--- src/rtl/mul_pkg.sv ---
// mul_pkg: shared constants and types for the multiply issue/writeback slice.
//   MUL_LAT : latency of the external Mul block (operands -> product), clocks
//   MUL_W   : operand width
//   prod_t  : full-width product type (2*MUL_W bits)
package mul_pkg;

  localparam int unsigned MUL_LAT = 2;
  localparam int unsigned MUL_W   = 32;

  typedef logic [2*MUL_W-1:0] prod_t;

endpackage

--- src/rtl/mul_sign_fix.sv ---
// mul_sign_fix: combinational conditional two's-complement negate of a product.
// Ports:
//   neg_i  : 1 = negate prod_i
//   prod_i : unsigned magnitude product
//   prod_o : prod_i or -prod_i (modulo 2^PW)
module mul_sign_fix
  import mul_pkg::*;
#(
  parameter int unsigned PW = 2 * MUL_W
) (
  input  logic          neg_i,
  input  logic [PW-1:0] prod_i,
  output logic [PW-1:0] prod_o
);

  always_comb begin
    prod_o = prod_i;
    if (neg_i) begin
      prod_o = (~prod_i) + {{(PW-1){1'b0}}, 1'b1};
    end
  end

endmodule

--- src/rtl/mul_hilo_ctrl.sv ---
// mul_hilo_ctrl: issue and in-order writeback controller for the pipelined
// LAT-cycle W x W multiplier (Mul) living in the execute stage.
// Build option: define MUL_SIGNED_EN to support signed MULT (operands are sent
// to Mul as magnitudes and the product is negated at retire). Without it every
// operation is unsigned and op_signed is ignored.
// Ports:
//   Clk, Rst           : clock (rising edge), asynchronous active-low reset
//   start, op_signed   : issue a multiply this cycle / signed mode
//   a, b               : operands
//   flush              : kill all in-flight multiplies at the next edge
//   mthi, mtlo, wdata  : direct writes of HI / LO
//   mf_req             : pipeline wants to read HI/LO this cycle
//   mul_a, mul_b       : operands driven to Mul
//   mul_y              : product returned by Mul, LAT clocks after operands
//   busy               : at least one multiply in flight
//   stall              : MFHI/MFLO must wait
//   hi, lo             : architectural HI/LO
//   done               : one-cycle pulse when HI/LO take a product
module mul_hilo_ctrl
  import mul_pkg::*;
#(
  parameter int unsigned LAT = MUL_LAT,
  parameter int unsigned W   = MUL_W
) (
  input  logic           Clk,
  input  logic           Rst,
  input  logic           start,
  input  logic           op_signed,
  input  logic [W-1:0]   a,
  input  logic [W-1:0]   b,
  input  logic           flush,
  input  logic           mthi,
  input  logic           mtlo,
  input  logic [W-1:0]   wdata,
  input  logic           mf_req,
  output logic [W-1:0]   mul_a,
  output logic [W-1:0]   mul_b,
  input  logic [2*W-1:0] mul_y,
  output logic           busy,
  output logic           stall,
  output logic [W-1:0]   hi,
  output logic [W-1:0]   lo,
  output logic           done
);

  logic [LAT-1:0] vpipe_q, vpipe_d;
  logic [W-1:0]   hi_q, hi_d;
  logic [W-1:0]   lo_q, lo_d;
  logic           done_q, done_d;
  logic [2*W-1:0] prod_fix;
  logic           retire;

  assign retire = vpipe_q[LAT-1];

`ifdef MUL_SIGNED_EN
  logic [LAT-1:0] spipe_q, spipe_d;
  logic           sign_in;

  always_comb begin
    mul_a   = a;
    mul_b   = b;
    sign_in = 1'b0;
    if (op_signed) begin
      mul_a   = a[W-1] ? (~a) + {{(W-1){1'b0}}, 1'b1} : a;
      mul_b   = b[W-1] ? (~b) + {{(W-1){1'b0}}, 1'b1} : b;
      sign_in = a[W-1] ^ b[W-1];
    end
  end

  // Sign bits travel alongside the valid bits; flush only needs to clear
  // vpipe since a sign without a valid bit is never used.
  assign spipe_d = {spipe_q[LAT-2:0], sign_in};

  always_ff @(posedge Clk or negedge Rst) begin
    if (!Rst) begin
      spipe_q <= '0;
    end else begin
      spipe_q <= spipe_d;
    end
  end

  mul_sign_fix #(
    .PW(2 * W)
  ) u_sign_fix (
    .neg_i (spipe_q[LAT-1]),
    .prod_i(mul_y),
    .prod_o(prod_fix)
  );
`else
  logic unused_op_signed;

  assign unused_op_signed = op_signed;
  assign mul_a            = a;
  assign mul_b            = b;
  assign prod_fix         = mul_y;
`endif

  always_comb begin
    vpipe_d = flush ? '0 : {vpipe_q[LAT-2:0], start};
    done_d  = retire;
    hi_d    = hi_q;
    lo_d    = lo_q;
    // Retire first so that a same-cycle MT write overrides its half only.
    if (retire) begin
      hi_d = prod_fix[2*W-1:W];
      lo_d = prod_fix[W-1:0];
    end
    if (mthi) hi_d = wdata;
    if (mtlo) lo_d = wdata;
  end

  always_ff @(posedge Clk or negedge Rst) begin
    if (!Rst) begin
      vpipe_q <= '0;
      hi_q    <= '0;
      lo_q    <= '0;
      done_q  <= 1'b0;
    end else begin
      vpipe_q <= vpipe_d;
      hi_q    <= hi_d;
      lo_q    <= lo_d;
      done_q  <= done_d;
    end
  end

  assign busy  = |vpipe_q;
  assign stall = mf_req & (busy | start);
  assign hi    = hi_q;
  assign lo    = lo_q;
  assign done  = done_q;

endmodule

--- config.mk ---
export PLATFORM = sky130hd
export DESIGN_NAME = mul_hilo_ctrl
export DESIGN_NICKNAME = d
export VERILOG_FILES = /design/src/rtl/mul_pkg.sv /design/src/rtl/mul_sign_fix.sv /design/src/rtl/mul_hilo_ctrl.sv
export SDC_FILE = /design/constraint.sdc
export NUM_CORES = 1
export LEC_CHECK = 0
export ABC_AREA = 0
export BUFFER_PORTS_ARGS = -buffer_cell sky130_fd_sc_hd__buf_4
export CORE_AREA = 3 3 115 117
export CTS_CLUSTER_DIAMETER = 80
export DETAILED_ROUTE_END_ITERATION = 6
export DIE_AREA = 0 0 118 120
export GPL_TIMING_DRIVEN = 0
export HOLD_SLACK_MARGIN = 0.15
export MAX_ROUTING_LAYER = met4
export PLACE_DENSITY = 0.68
export RECOVER_POWER = 100
export SLEW_MARGIN = 30
export SYNTH_ARGS = -nofsm -noshare
export SYNTH_HDL_FRONTEND = slang
export SYNTH_HIERARCHICAL = 1
export SYNTH_SLANG_ARGS = --single-unit
--- constraint.sdc ---
create_clock -name Clk -period 2.55 [get_ports Clk]
set_clock_uncertainty 0.1 [all_clocks]
set_input_delay 0.255 -clock Clk [delete_from_list [all_inputs] [get_ports Clk]]
set_output_delay 0.255 -clock Clk [all_outputs]
set_load 0.05 [all_outputs]
After elaboration in Yosys (flattened, before gate mapping)
Index checks and enable logic that the tools add are counted.

Register bits: 67. Bits of input ports: 168. Output and inout bits: 131. Logic and storage cells: 14.

Muxes and demuxes: 5. Bitwise gates (word level): 2. Reductions and logical operators: 3.

Operators by type and width (count): $mux W32 (4); $reduce_bool A2 Y1 (2); $mux W2 (1); $reduce_or A2 Y1 (1); $and A1 B1 Y1 (1); $or A1 B1 Y1 (1).

Depth between registers and ports, before layout
Gate-level depths: netlist of run 1.

Depth after elaboration: 3. Depth in mapped cells: 4.

Worst setup path after synthesis of run 1
No wires, ideal clock.

Path kind: register to output. Start point: register vpipe_q[1]. End point: output stall. Data arrival time: 1.445 ns. Required time: 2.195 ns. Slack: 0.750 ns. Cell stages (with the launch flop): 4. Buffers on the path: 1. Cell sequence: dfrtp_1 > buf_6 > or2_1 > o21a_1.

Cells in the longest elaborated chain, start to end: 3.

RTL lines: start: declaration (line mul_hilo_ctrl.sv:46) `logic [LAT-1:0] vpipe_q, vpipe_d;`; start signal: assignment (line mul_hilo_ctrl.sv:119) `vpipe_q <= vpipe_d;`; $reduce_or A2 Y1 (line mul_hilo_ctrl.sv:126) `assign busy = |vpipe_q;`; net busy (line mul_hilo_ctrl.sv:39) `output logic busy,`; $or A1 B1 Y1 (line mul_hilo_ctrl.sv:127) `assign stall = mf_req & (busy | start);`; $and A1 B1 Y1 (line mul_hilo_ctrl.sv:127); end: declaration (line mul_hilo_ctrl.sv:40) `output logic stall,`.

The timed path passes the listed nets, and every way through them passes these cells.

Worst setup path after layout of run 1
Start point: register vpipe_q[1]. End point: register lo_q[31] (netlist: lo[31]).

Cells in the longest elaborated chain, start to end: 1.

RTL lines: $reduce_bool A2 Y1 (no line); end signal: assignment (line mul_hilo_ctrl.sv:121) `lo_q <= lo_d;`; end: declaration (line mul_hilo_ctrl.sv:48) `logic [W-1:0] lo_q, lo_d;`.

No other way between the ends. A chain may end at the register's enable or synchronous reset.

==> results.ini, run 1 <==
[final_layout]
fillers = 1213
antenna_cells = 0
nets = 858
instances_no_fill = 867
drive_gt1_share_pct = 27.8
post-route-cell-area_mm2 = 0.00637
area_delta_synth_final_pct = 78.6

[synthesis]
synth_nets = 516
synth-main-ff-cell = dfrtp_1
yosys_warnings = 6
yosysMostFrequentCell = dfrtp_1
synth.area.top_cells = dfrtp_1 47%, mux2i_1 18%, buf_4 14%
syn-instance-count = 348
ys_types = 12
async_flop_share_pct = 100
synth_edf_count = 0
ys_ff_latch = 67
synthTopCellsByCount = 67 x dfrtp_1, 65 x buf_4, 64 x mux2i_1, 64 x nand2_1, 64 x o21ai_1
avgSynthCellArea_um2 = 10.3
synth_top_cell_by_area = dfrtp_1
synth_area_mm2 = 0.00357
synth_top_area_share_pct = 47.0
seq_area_frac_synth_pct = 47.0

[setup_path]
crit_arrival_ps = 2260
r2r_end = lo[31]$_DFFE_PN0P_
crit_required_ps = 2650
critPathKind = reg2reg
crit_path_end_kind = register
rrSetupSlack_ps = 390
critPathLaunchType = register
rr_worst_depth = 4
rr_startpoint = vpipe_q[1]$_DFF_PN0_
endpoint = lo[31]$_DFFE_PN0P_
crit_start = vpipe_q[1]$_DFF_PN0_
cp_max_fo = 10

[floorplanning]
placementRows = 41
start_util_pct = 28.6
num_io_pins = 299
fp.dieArea_mm2 = 0.0142
die_x_um = 118
core_area_mm2 = 0.0125
die_h_um = 120

[detailed_routing]
drt_iter0_drc = 231
dr_total_vias = 3773
wirelength_mm = 13.7
routedWlPerCell_um = 15.8
first_pass_iters = 4
antenna_left = 0
viasPerCell = 4.35
remaining_drc_errors = 0

[grt]
grt-ovfl-total = 0
antenna_found_initial = 0
grt_pass1_wl_mm = 21.1
grt_max_degree = 68
first_global_vias = 4133
track_usage_pct = 19.5

[cts]
cts_buffers = 9
clockBufferDepth = 2
cts.reportedPaths.clkPinSlew_ps = 60
cts_root_buf = clkbuf_16
clkLatencyLatePin_ps = 330
cts_resized = 0
htree_levels = 3
cts_tree = done
cts_sinks = 67

[sta]
slew_headroom_pct = -6.47
slew_viol_final = 27
tns_ps = 0
min_period_ps = 2160
max_freq_mhz = 463
setup_viol = 0
finalHoldViolCount = 0
worstMarginPinSlew_ps = 1600
fin_crit_sh_pct = 84.7
rsz0062_at_grt = no

[place]
placed_cells = 751
placed_area_mm2 = 0.00552
gp_congestion = 0.811
dp_hpwl_mm = 9.68
portBuffers = 231

[power_and_ir_drop]
peakVddDrop_mv = 0.263
p_per_area_mw_per_mm2 = 621
power.total_mw = 3.96
leakagePower_nw = 2.85

[run_status]
status = complete, but fails checks
violations = max-capacitance violations, max-slew violations

[flow_run]
cap_violations = 1

[min_path]
min_path_type = in2reg

==> worst min path at each step <==
stage                    startpoint            endpoint  slack (ps)  depth (start not counted)
2_1_floorplan                   Rst      done$_DFF_PN0_        -140                          0
3_3_place_gp   vpipe_q[1]$_DFF_PN0_      done$_DFF_PN0_         310                          0
3_5_place_dp   vpipe_q[1]$_DFF_PN0_      done$_DFF_PN0_         310                          0
4_1_cts                        mthi  hi[24]$_DFFE_PN0P_         160                          2
5_1_grt                        mthi  hi[24]$_DFFE_PN0P_         170                          2
6_report                       mthi  hi[24]$_DFFE_PN0P_         160                          2
==> area by class of cell <==
type	instances	area (um2)	area share, %
Buffer	85	659	10.3
Tap cell	172	215	3.38
Sequential cell	67	1680	26.3
Clock inverter	4	97.6	1.53
Multi-Input combinational cell	196	1230	19.3
Timing Repair Buffer	331	2250	35.3
Clock buffer	12	246	3.87
==> cell families after synthesis <==
kind of cell	synth area share, %
buffers and inverters	18.6
flip-flops	47.0
AND/OR/NAND/NOR	7.26
AO/OA/AOI/OAI	9.19
multiplexers	18.0
==> flip-flops by register name, summed over array words and instances (netlist names) <==
register and cells:
hi 32, lo 32, vpipe_q 2, done 1
==> placed cells by master (no fill, tap or decap), drive strengths merged <==
cell type	n
nor2b	2
or2	1
dlygate4sd3	99
clkbuf	151
o21a	1
dfrtp	67
buf	178
clkinvlp	1
o21ai	64
nand2	64
mux2i	64
bufinv	3
==> routing by layer <==
metal / vias up / global-route usage [%] / share of wire, %
li1: 1793 / - / -
met1: 1761 / 18.9 / 35
met4: 0 / 8.86 / 2.7
met3: 30 / 4.81 / 7.4
met5: - / - / 0
met2: 189 / 36.7 / 55
==> power by group <==
group / switching, mW / leakage (nW) / internal, mW / total [mW]
Clock: 0.451 / 0.163 / 0.983 / 1.43
Combinational: 0.853 / 1.87 / 0.448 / 1.30
Sequential: 0.0567 / 0.817 / 1.16 / 1.22
Total: 1.36 / 2.85 / 2.60 / 3.96
==> through the flow <==
stage                     util [%]  setup WS, ps  hold WS [ps]
after floorplan                  -           750          -141
after global placement        44.3          1040           310
after detailed placement      44.3          1030           314
after CTS                     55.0           668           163
after global routing          51.1           290           169
final                         51.1           391           162
==> critical path: stages, from the launching register on <==
cell	delay [ps]
dfrtp_1	370
clkbuf_1	640
mux2i_1	280
o21ai_1	70
dlygate4sd3_1	570
==> repair_timing <==
item | in CTS | in global routing
buffers inserted | 0 | 0
endpoints found under the hold margin | 133 | 0
hold buffers | 99 | 0
Note: power is estimated with default switching activity, not from simulation.
==> run 2: changes to the inputs <==
--- a/config.mk
+++ b/config.mk
@@ -5,7 +5,7 @@
 export SDC_FILE = /design/constraint.sdc
 export NUM_CORES = 1
 export LEC_CHECK = 0
-export ABC_AREA = 0
+export ABC_AREA = 1
 export BUFFER_PORTS_ARGS = -buffer_cell sky130_fd_sc_hd__buf_4
 export CORE_AREA = 3 3 115 117
 export CTS_CLUSTER_DIAMETER = 80
@@ -14,7 +14,7 @@
 export GPL_TIMING_DRIVEN = 0
 export HOLD_SLACK_MARGIN = 0.15
 export MAX_ROUTING_LAYER = met4
-export PLACE_DENSITY = 0.68
+export PLACE_DENSITY = 0.7
 export RECOVER_POWER = 100
 export SLEW_MARGIN = 30
 export SYNTH_ARGS = -nofsm -noshare
==> constraint.sdc (replaced) <==
create_clock -name Clk -period 2.2 [get_ports Clk]
set_clock_uncertainty 0.1 [all_clocks]
set_input_delay 0.22 -clock Clk [delete_from_list [all_inputs] [get_ports Clk]]
set_output_delay 0.22 -clock Clk [all_outputs]
set_load 0.05 [all_outputs]
==> run 2 against run 1 <==
The run now ends clean. Design area is 7.8% higher. Total power up 17%. Clock-buffer cell count is 1 lower. Sequential share of layout area fell by 1.9 points. Worst setup slack worse by 66 ps. Combinational power rose by 35%. Cell count up 27%. Wire length rose by 11%. Utilization increased by 4.0 points. Hold slack improved by 5.6 ps. Non-clock buffer count increased by 34. Synthesized cell count grew 59%. Critical endpoint is now stall. Highest routed layer unchanged.
==> results.ini, run 2 <==
[cts]
clkLatencyLatePin_ps = 310
cts_root_buf = clkbuf_16
htree_levels = 3
cts.reportedPaths.clkPinSlew_ps = 60
cts_resized = 0
cts_tree = done
cts_sinks = 67
clockBufferDepth = 2
cts_buffers = 9

[grt]
first_global_vias = 4792
grt_max_degree = 68
grt-ovfl-total = 0
antenna_found_initial = 0
track_usage_pct = 21.1
grt_pass1_wl_mm = 23.7

[floorplanning]
die_x_um = 118
placementRows = 41
fp.dieArea_mm2 = 0.0142
core_area_mm2 = 0.0125
start_util_pct = 30.9
num_io_pins = 299
die_h_um = 120

[final_layout]
area_delta_synth_final_pct = 78.1
instances_no_fill = 1101
nets = 1093
drive_gt1_share_pct = 22.0
final_cell_mix = 384 x nand2_1, 169 x buf_4, 134 x clkbuf_1
fillers = 1249
antenna_cells = 0
final_common_cell = nand2_1

[min_path]
min_path_type = in2reg
holdPathStages = 5

[detailed_routing]
antenna_left = 0
viasPerCell = 4.31
routedWlPerCell_um = 13.9
wirelength_mm = 15.3
remaining_drc_errors = 0
dr_total_vias = 4744
drt_iter0_drc = 278
first_pass_iters = 4

[setup_path]
path_cells = dlygate4sd3_1 -> clkbuf_4 -> inv_1 -> a21boi_0 -> clkbuf_1
cp_max_fo = 2
critPathMaxStageDelay_ps = 530
rr_worst_depth = 5
critPathLaunchType = primary input
crit_required_ps = 1880
slowest_stage = dlygate4sd3_1
critPathKind = in2out
crit_path_end_kind = output port
rrSetupSlack_ps = 490
crit_arrival_ps = 1550

[power_and_ir_drop]
power.total_mw = 4.62
peakVddDrop_mv = 0.444
p_clk_share_pct = 30.8
power.net_switching_mw = 1.77
p_int_mw = 2.85
leakagePower_nw = 3.74
switching_share_pct = 38.4
comb_power_share_pct = 37.9
pwr-share-seq_pct = 31.4
p_per_area_mw_per_mm2 = 673

[sta]
rsz0062_at_grt = no
fin_crit_sh_pct = 85.2
max_freq_mhz = 533
slew_headroom_pct = 42.2
setup_viol = 0
slew_viol_final = 0
tns_ps = 0
hold_slack_ps = 168
worstMarginPinSlew_ps = 866
finalHoldViolCount = 0
min_period_ps = 1870

[synthesis]
async_flop_share_pct = 100
synth_top_area_share_pct = 43.5
yosysMostFrequentCell = nand2_1
syn-instance-count = 554
ys_types = 10
seq_area_frac_synth_pct = 43.5
synth_nets = 722
synth.area.top_cells = dfrtp_1 43%, nand2_1 37%, buf_4 14%
yosys_warnings = 6
synthTopCellsByCount = 384 x nand2_1, 73 x buf_4, 67 x dfrtp_1
synth_area_mm2 = 0.00386
synth_top_cell_by_area = dfrtp_1
ys_ff_latch = 67
synth-main-ff-cell = dfrtp_1
avgSynthCellArea_um2 = 6.96
synth_edf_count = 0

[place]
dp_hpwl_mm = 10.1
portBuffers = 231
gp_congestion = 0.813
placed_cells = 957

[run_status]
status = finished, final reports clean

[flow_run]
cap_violations = 0

run 2: critical path, delay by kind of cell:
kind,cells,cell delay [ps]
buf+inv,4,1170
compound gates,1,160
run 2: metrics by stage:
| stage | setup WS, ps | utilization [%] | instance area (um2) |
|---|---|---|---|
| 5_1_grt | 275 | 55.1 | 6870 |
| 3_3_place_gp | 910 | 46.6 | 5810 |
| 3_5_place_dp | 886 | 46.6 | 5810 |
| 6_report | 325 | 55.1 | 6870 |
| 4_1_cts | 528 | 59.3 | 7390 |
| 2_1_floorplan | 234 | - | 3860 |
run 2: path summary, 6_finish.rpt:
| kind | endpoint | start |
|---|---|---|
| worst max-delay path | stall | start |
| worst max register to register | hi[28]$_DFFE_PN0P_ | vpipe_q[1]$_DFF_PN0_ |
| min in group asynchronous | hi[6]$_DFFE_PN0P_ | Rst |
| max in group asynchronous | lo[21]$_DFFE_PN0P_ | Rst |
| worst min-delay path | hi[24]$_DFFE_PN0P_ | wdata[24] |
| worst min register to register | done$_DFF_PN0_ | vpipe_q[1]$_DFF_PN0_ |
run 2: final cells by class:
cell class / instances / area, um2 / share of cell area (%)
inverter: 7 / 26.3 / 0.383
timing repair buffer: 360 / 2530 / 36.9
clock inverter: 4 / 51.3 / 0.747
clock buffer: 11 / 243 / 3.53
multi-input combinational: 390 / 1470 / 21.4
tap: 172 / 215 / 3.13
buffer: 90 / 656 / 9.54
sequential: 67 / 1680 / 24.4
run 2: what timing repair did:
item | 4_1_cts | 5_1_grt
setup buffers | 0 | 0
hold endpoints to repair | 133 | 0
hold buffers | 129 | 0
run 2: cell families after synthesis:
group           synth area share [%]
compound gates                 0.195
buf+inv                         18.1
simple gates                    38.3
flops                           43.5
run 2: per-layer routing:
metal | part of all wire (%) | GRT usage [%] | vias to the layer above | wire length (um)
met5 | 0 | - | - | 0
met4 | 1.3 | 5.79 | 0 | 195
met3 | 5.7 | 3.30 | 20 | 865
met2 | 51 | 37.2 | 203 | 7830
met1 | 42 | 25.2 | 2196 | 6380
li1 | - | - | 2325 | -
run 2: power groups by stage:
stage / Sequential (mW) / Combinational (mW) / Clock, mW
finish: 1.45 / 1.75 / 1.42
detailed placement: 1.47 / 1.70 / 0
global route: 1.46 / 1.86 / 1.49
global placement: 1.46 / 1.69 / 0
CTS: 1.45 / 1.92 / 1.45
floorplan: 1.94 / 0.614 / 0
